**config.mk**
```make
export PLATFORM = sky130hd
export DESIGN_NAME = rc4_prga_decrypt
export DESIGN_NICKNAME = d
export VERILOG_FILES = /design/src/rtl/rc4_prga_decrypt.sv
export SDC_FILE = /design/constraint.sdc
export NUM_CORES = 1
export LEC_CHECK = 0
export CORE_MARGIN = 2
export CORE_UTILIZATION = 50
export DETAILED_ROUTE_END_ITERATION = 10
export PLACE_DENSITY = 0.75
export SKIP_LAST_GASP = 1
export SLEW_MARGIN = 0
export SYNTH_ARGS = -nofsm -noshare
export SYNTH_HDL_FRONTEND = slang
export SYNTH_SLANG_ARGS = --single-unit
```
**constraint.sdc**
```tcl
create_clock -name clk -period 2.14 [get_ports clk]
set_input_delay 0.428 -clock clk [delete_from_list [all_inputs] [get_ports clk]]
set_output_delay 0.428 -clock clk [all_outputs]
set_load 0.02 [all_outputs]
```
**src/rtl/rc4_prga_decrypt.sv**
```systemverilog
// RC4 PRGA stage: walks the KSA-permuted S RAM, XORs the keystream with the encrypted ROM
// and writes plaintext to the decrypted RAM. Optional printable-text check: PRGA_ASCII_CHECK_EN.
module rc4_prga_decrypt #(
    parameter int MSG_LEN = 32,
    parameter int RD_LAT  = 2
) (
    input  logic       clk,
    input  logic       rst_n,
    input  logic       start,
    output logic       done_flag,
    output logic [7:0] s_addr,
    input  logic [7:0] s_rddata,
    output logic [7:0] s_wrdata,
    output logic       s_wren,
    output logic [7:0] enc_addr,
    input  logic [7:0] enc_rddata,
    output logic [7:0] dec_addr,
    output logic [7:0] dec_wrdata,
    output logic       dec_wren
`ifdef PRGA_ASCII_CHECK_EN
    ,
    output logic       key_invalid
`endif
);

    typedef enum logic [3:0] {
        IDLE, RD_I, WAIT_I, SAVE_I, RD_J, WAIT_J, SAVE_J,
        WR_I, WR_J, RD_F, WAIT_F, SAVE_F, WR_DEC, DONE
    } state_t;

    localparam logic [7:0] WAIT_LAST = (RD_LAT > 0) ? 8'(RD_LAT - 1) : 8'd0;
    localparam logic [8:0] LAST_K    = 9'(MSG_LEN - 1);

    state_t     state_q, state_d;
    logic [7:0] wait_cnt;
    logic       wait_done, in_wait, abort;
    logic [7:0] i, j, si, sj, f;
    logic [8:0] k;
    logic [7:0] plain_byte;

    assign plain_byte = s_rddata ^ enc_rddata;
    assign in_wait    = (state_q == WAIT_I) || (state_q == WAIT_J) || (state_q == WAIT_F);
    assign wait_done  = (wait_cnt == WAIT_LAST);

    always_ff @(posedge clk) begin
        if (!rst_n) begin
            state_q  <= IDLE;
            wait_cnt <= '0;
        end else if (start) begin
            state_q  <= state_d;
            wait_cnt <= (in_wait && !wait_done) ? wait_cnt + 8'd1 : 8'd0;
        end
    end

    always_comb begin
        state_d = state_q;
        case (state_q)
            IDLE:    state_d = RD_I;
            RD_I:    state_d = (RD_LAT == 0) ? SAVE_I : WAIT_I;
            WAIT_I:  if (wait_done) state_d = SAVE_I;
            SAVE_I:  state_d = RD_J;
            RD_J:    state_d = (RD_LAT == 0) ? SAVE_J : WAIT_J;
            WAIT_J:  if (wait_done) state_d = SAVE_J;
            SAVE_J:  state_d = WR_I;
            WR_I:    state_d = WR_J;
            WR_J:    state_d = RD_F;
            RD_F:    state_d = (RD_LAT == 0) ? SAVE_F : WAIT_F;
            WAIT_F:  if (wait_done) state_d = SAVE_F;
            SAVE_F:  state_d = WR_DEC;
            WR_DEC:  state_d = (k == LAST_K || abort) ? DONE : RD_I;
            DONE:    state_d = DONE;
            default: state_d = IDLE;
        endcase
    end

    // Swap operands and the decrypted byte carry no reset; they are always written before use.
    always_ff @(posedge clk) begin
        if (start) begin
            if (state_q == SAVE_I) si <= s_rddata;
            if (state_q == SAVE_J) sj <= s_rddata;
            if (state_q == SAVE_F) f  <= plain_byte;
        end
    end

    always_ff @(posedge clk) begin
        if (!rst_n) begin
            i          <= '0;
            j          <= '0;
            k          <= '0;
            s_addr     <= '0;
            s_wrdata   <= '0;
            s_wren     <= 1'b0;
            enc_addr   <= '0;
            dec_addr   <= '0;
            dec_wrdata <= '0;
            dec_wren   <= 1'b0;
            done_flag  <= 1'b0;
        end else if (start) begin
            dec_wren <= 1'b0;
            case (state_q)
                RD_I: begin
                    i      <= i + 8'd1;
                    s_addr <= i + 8'd1;
                    s_wren <= 1'b0;
                end
                SAVE_I: j <= j + s_rddata;
                RD_J:   s_addr <= j;
                WR_I: begin
                    s_addr   <= i;
                    s_wrdata <= sj;
                    s_wren   <= 1'b1;
                end
                WR_J: begin
                    s_addr   <= j;
                    s_wrdata <= si;
                    s_wren   <= 1'b1;
                end
                RD_F: begin
                    s_wren   <= 1'b0;
                    s_addr   <= si + sj;
                    enc_addr <= k[7:0];
                end
                WR_DEC: begin
                    dec_addr   <= k[7:0];
                    dec_wrdata <= f;
                    dec_wren   <= 1'b1;
                    k          <= k + 9'd1;
                end
                DONE: begin
                    s_wren    <= 1'b0;
                    done_flag <= 1'b1;
                end
                default: ;
            endcase
        end
    end

`ifdef PRGA_ASCII_CHECK_EN
    function automatic logic ascii_ok(input logic [7:0] c);
        return ((c >= 8'h61) && (c <= 8'h7A)) || (c == 8'h20);
    endfunction

    // A non-text byte is still written out, then the run stops with key_invalid raised.
    always_ff @(posedge clk) begin
        if (!rst_n) begin
            abort       <= 1'b0;
            key_invalid <= 1'b0;
        end else if (start) begin
            if (state_q == SAVE_F) abort <= !ascii_ok(plain_byte);
            if (state_q == WR_DEC && abort) key_invalid <= 1'b1;
        end
    end
`else
    assign abort = 1'b0;
`endif

endmodule

```
# Word level (Yosys, flattened, before mapping)
# Index checks and enable logic that the tools add are counted.
dict set report word_totals {
  register_bits 104
  inputBits 19
}
dict set report classes {
  bitwise 1
  eq_ne 18
  reduce_logical 22
  mux 10
  add_sub_neg 5
}
# operator n
set op_table {}
lappend op_table {{4-bit case mux with 14 select lines} 1}
lappend op_table {{8-bit case mux with 4 select lines} 1}
lappend op_table {{4-bit == test, second input constant} 6}
lappend op_table {{2-bit AND reduction} 10}
lappend op_table {{8-bit by 1-bit adder with 8-bit output, second input constant} 2}
lappend op_table {{8-bit adder} 2}
lappend op_table {{4-bit by 3-bit == test with 1-bit output, second input constant} 4}
lappend op_table {{4-bit two-way mux} 4}
lappend op_table {{8-bit case mux with 2 select lines} 1}
lappend op_table {{9-bit by 1-bit adder with 9-bit output, second input constant} 1}
lappend op_table {{9-bit by 5-bit == test with 1-bit output, second input constant} 1}
lappend op_table {{4-bit by 2-bit == test with 1-bit output, second input constant} 2}
lappend op_table {{8-bit by 1-bit == test with 1-bit output, second input constant} 1}
lappend op_table {{8-bit two-way mux} 1}
lappend op_table {{8-bit bitwise XOR} 1}
lappend op_table {{2-bit inequality test, second input constant} 3}
lappend op_table {{4-bit by 1-bit == test with 1-bit output, second input constant} 1}
lappend op_table {{4-bit logical NOT} 1}
lappend op_table {{4-bit AND reduction} 1}
lappend op_table {{2-bit nonzero test} 2}
lappend op_table {{4-bit nonzero test} 1}
lappend op_table {{2-bit OR reduction} 2}
lappend op_table {{3-bit OR reduction} 1}
lappend op_table {{1-bit logical OR} 2}
lappend op_table {{4 further kinds} 4}

# Depth between registers and ports, before layout
dict set report depth {
  ltp_word 5
  mapped_depth 9
  depth_no_buf 8
}

# Worst setup path after synthesis
# No wires, ideal clock.
dict set report synth_path {
  kind {in2reg}
  from {input port s_rddata[1]}
  to {register j[7]}
  slack_ns 0.213
  stages 6
  required_ns 2.070
  arrival_time_ns 1.857
  cell_sequence {ha_1 -> a211oi_1 -> o211ai_1 -> and3_1 -> or4_1 -> a21boi_1}
}
dict set report synth_via {
  elab_chain_len 1
}
# item line
set synth_lines {}
lappend synth_lines {{from (decl)} 12} ;# input logic [7:0] s_rddata,
lappend synth_lines {{8-bit adder} 106} ;# SAVE_I: j <= j + s_rddata;
lappend synth_lines {{to (signal assigned)} 106}
lappend synth_lines {{to (decl)} 37} ;# logic [7:0] i, j, si, sj, f;
# No other way between the ends.
# A chain may end at the register's enable or synchronous reset.

# Worst setup path in the final report
# Same ends and word-level chain as after synthesis.

==> impl_metrics.yaml <==
clocking:
  numClockSinks: 104
  cts_buffers: 9
  clockRootBuffer: "clkbuf_8"
  cts_tree: "built"
  cts_buffer_depth: 2
  clkSlewWorstSetupHoldPaths_ps: 110
  hold_buffers: 0
  clock_latency_ps: 370
  htree_levels: 3
detailed_routing:
  viasPerCell: 5.512
  wire_per_inst_um: 15.44
  vias: 4261
  postRouteWirelength_um: 11940
  drt_pass1_iterations: 6
  drt_iter0_drc: 213
  drc: 0
  ant_nets: 0
global_routing:
  grt_usage: 0.2236
  grt_pass1_wl_um: 19720
  antenna_found_initial: 0
  grt_pass1_vias: 4037
  grt_start_max_net_pins: 35
  grt_overflow: 0
final_layout:
  antenna_cells: 0
  drive_gt1_frac: 0.1234
  area_growth_pct: 24.75
  multi_input_area_um2: 2634
  final_util: 0.6468
  register_area_um2: 2322
  nets: 674
  n_fill_cell: 861
worst_setup_path:
  cp-startpoint: "s_rddata[1]"
  required_ps: 2440
  r2r_start: "sj[0]"
  crit_family: "simple AND/OR/NAND/NOR gates"
  start_kind: "primary input"
  critical_path_depth: 7
  worstSetupPathType: "primary input to flop"
  regToRegSetupSlack_ps: 130
  reg2regPathDepth: 7
  worstSetupEndpointType: "flop"
  cp_slowest_cell: "or4_1"
  slowest_delay_ps: 460
  cp_max_fo: 2
  crit_chain: "clkdlybuf4s50_1 -> ha_1 -> a211oi_2 -> o211ai_1 -> and3_1 -> or4_1 -> a21boi_1"
  rr_endpoint: "s_addr[4]"
  crit_arrival_ps: 2410
  crit_buf_inv: 1
  critPathCapture: "j[7]"
synth:
  async_flop_share: 0
  syn_area_per_cell_um2: 9.411
  synth.most_common_cell: "nand2_1"
  yosys-top-cells-area: "dfxtp_1, edfxtp_1, nand2_1"
  seq_area_frac_synth: 0.4561
  synth_seq_cells: 104
  synth_edf_count: 24
  synth_nets: 580
  yosys_warnings: 0
  ys_types: 60
  ys.flop_type: "dfxtp_1"
  yosys-top-cells-count: "nand2_1, dfxtp_1, a21boi_0"
  synth_top_area_frac: 0.3146
  netlist_area_um2: 5091
  synth_cells: 541
  synth_area_leader_cell: "dfxtp_1"
status:
  status: "completed"
place:
  post-place-ws_ps: -367.5
  dp_hpwl_um: 9069
  io_buffers: 61
  gp_congestion: 0.8773
timing:
  fin_worst_skew_ps: 17.02
  fin_crit_ps: 2110
  fin_ws_ps: 29.50
  setup-violations-final: 0
  max_freq_ghz: 0.4738
  rsz0062_at_grt: "true"
  slew_headroom: 0.6842
  tightest_slew_ps: 471.6
  slew_violations: 0
  finalHoldViolCount: 0
  final.period_utilization: 0.9862
floorplan:
  design.core.area_um2: 9819
  start_util: 0.5185
  rows: 36
  die_y_um: 104.9
  die_w_um: 104.9
  die_area_um2: 11010
  ios: 62
power:
  p_per_area_nw_per_um2: 553.7
  worst_ir_drop_vdd_mv: 0.2807
  p_leak_nw: 2.444
flow_run:
  maxCapViolCount: 0
min_path:
  min_path_type: "flop to flop"
-- flip-flops by register name (all words and copies together), names as in the netlist, 4 cells and up --
| name | count |
|---|---|
| k | 9 |
| s_wrdata | 8 |
| wait_cnt | 8 |
| state_q | 4 |
| enc_addr | 8 |
| j | 8 |
| sj | 8 |
| dec_wrdata | 8 |
| i | 8 |
| s_addr | 8 |
| si | 8 |
| dec_addr | 8 |
| f | 8 |
-- per-stage QoR --
step                      cells  TNS, ps  cell area [um2]  power (mW)  hold slack, ps
after floorplan             541        0             5091       2.238           451.2
after global placement      756   -830.1             6128       2.369           448.4
after detailed placement    756    -1095             6128       2.378           455.6
after CTS                   772        0             6319       3.544           471.0
after global routing        773   -43.70             6351       3.667           480.3
final                       773        0             6351       3.517           467.2
-- placed cells by master, fill, tap and decap left out, types with 2 or more instances in the layout --
cell type,count
xnor2_1,23
dfxtp_1,80
clkbuf_8,9
clkdlybuf4s50_1,60
o31a_1,2
mux2i_1,9
a211o_1,2
edfxtp_1,24
o21a_1,4
nand3_1,12
nor2_1,29
nor3b_1,2
buf_4,50
and2_1,15
o32ai_1,4
a21o_1,4
nand2b_1,7
nor3_1,5
o21ai_0,13
nor2b_1,4
a31oi_1,6
xor2_1,17
a21oi_1,15
o21ai_1,2
a21boi_1,4
o211ai_1,9
nand2_1,90
a211oi_1,3
nand4_1,11
a21boi_0,30
o211a_1,13
o2bb2ai_1,2
and3_1,7
a31o_2,2
or3_1,6
o221ai_1,3
fa_2,2
ha_1,17
inv_8,2
inv_1,9
-- kinds of logic after synthesis --
| kind of cell | synth area share |
|---|---|
| and+or+nand+nor | 0.1851 |
| AOI/OAI and AO/OA | 0.1865 |
| DFF | 0.4561 |
| xor gates and xnor gates | 0.06881 |
| buffers and inverters | 0.03145 |
| adders and majority gates | 0.05210 |
| muxes | 0.01991 |
-- worst min-delay path: cells and delay by family, from the launching register on --
family / cells / cell delay [ps]
AOI/OAI and AO/OA: 1 / 60
DFF: 1 / 330
and+or+nand+nor: 1 / 50
-- per-layer routing --
metal | share of wire | vias to the layer above | track usage | wire length (um)
li1 | - | 2115 | - | -
met2 | 0.48 | 115 | 0.3706 | 5783
met4 | 0.021 | 0 | 0.08381 | 255
met1 | 0.45 | 2017 | 0.2908 | 5335
met3 | 0.047 | 14 | 0.04055 | 564
met5 | 0 | - | 0 | 0
-- area by class of cell --
type,count,share of cell area
clock buffers,10,0.02009
repair buffers,112,0.1576
multi-input cells,398,0.4147
clock inverters,6,0.009850
flip-flops and latches,104,0.3656
inverters,10,0.005910
well taps,133,0.02620
-- power breakdown --
part / total (mW) / switching, mW / leakage, nW / internal (mW)
Sequential: 2.05 / 0.0229 / 0.861 / 2.03
Clock: 1.18 / 0.722 / 0.0980 / 0.457
Combinational: 0.289 / 0.148 / 1.48 / 0.141
Total: 3.52 / 0.893 / 2.44 / 2.62
-- repair_timing --
item,CTS,global route
endpoints found under the setup margin,0,5
resized for setup,0,8
buffers inserted,0,1
-- worst min-delay path by stage --
stage	start	end	slack (ps)	cells past startpoint
floorplan	j[7]	j[7]	450	2
global placement	dec_wren	dec_wren	450	2
detailed placement	enc_addr[3]	enc_addr[3]	460	2
CTS	enc_addr[4]	enc_addr[4]	470	2
global route	rst_n	j[1]	480	2
finish	enc_addr[3]	enc_addr[3]	470	2
(Power assumes the default switching activity.)
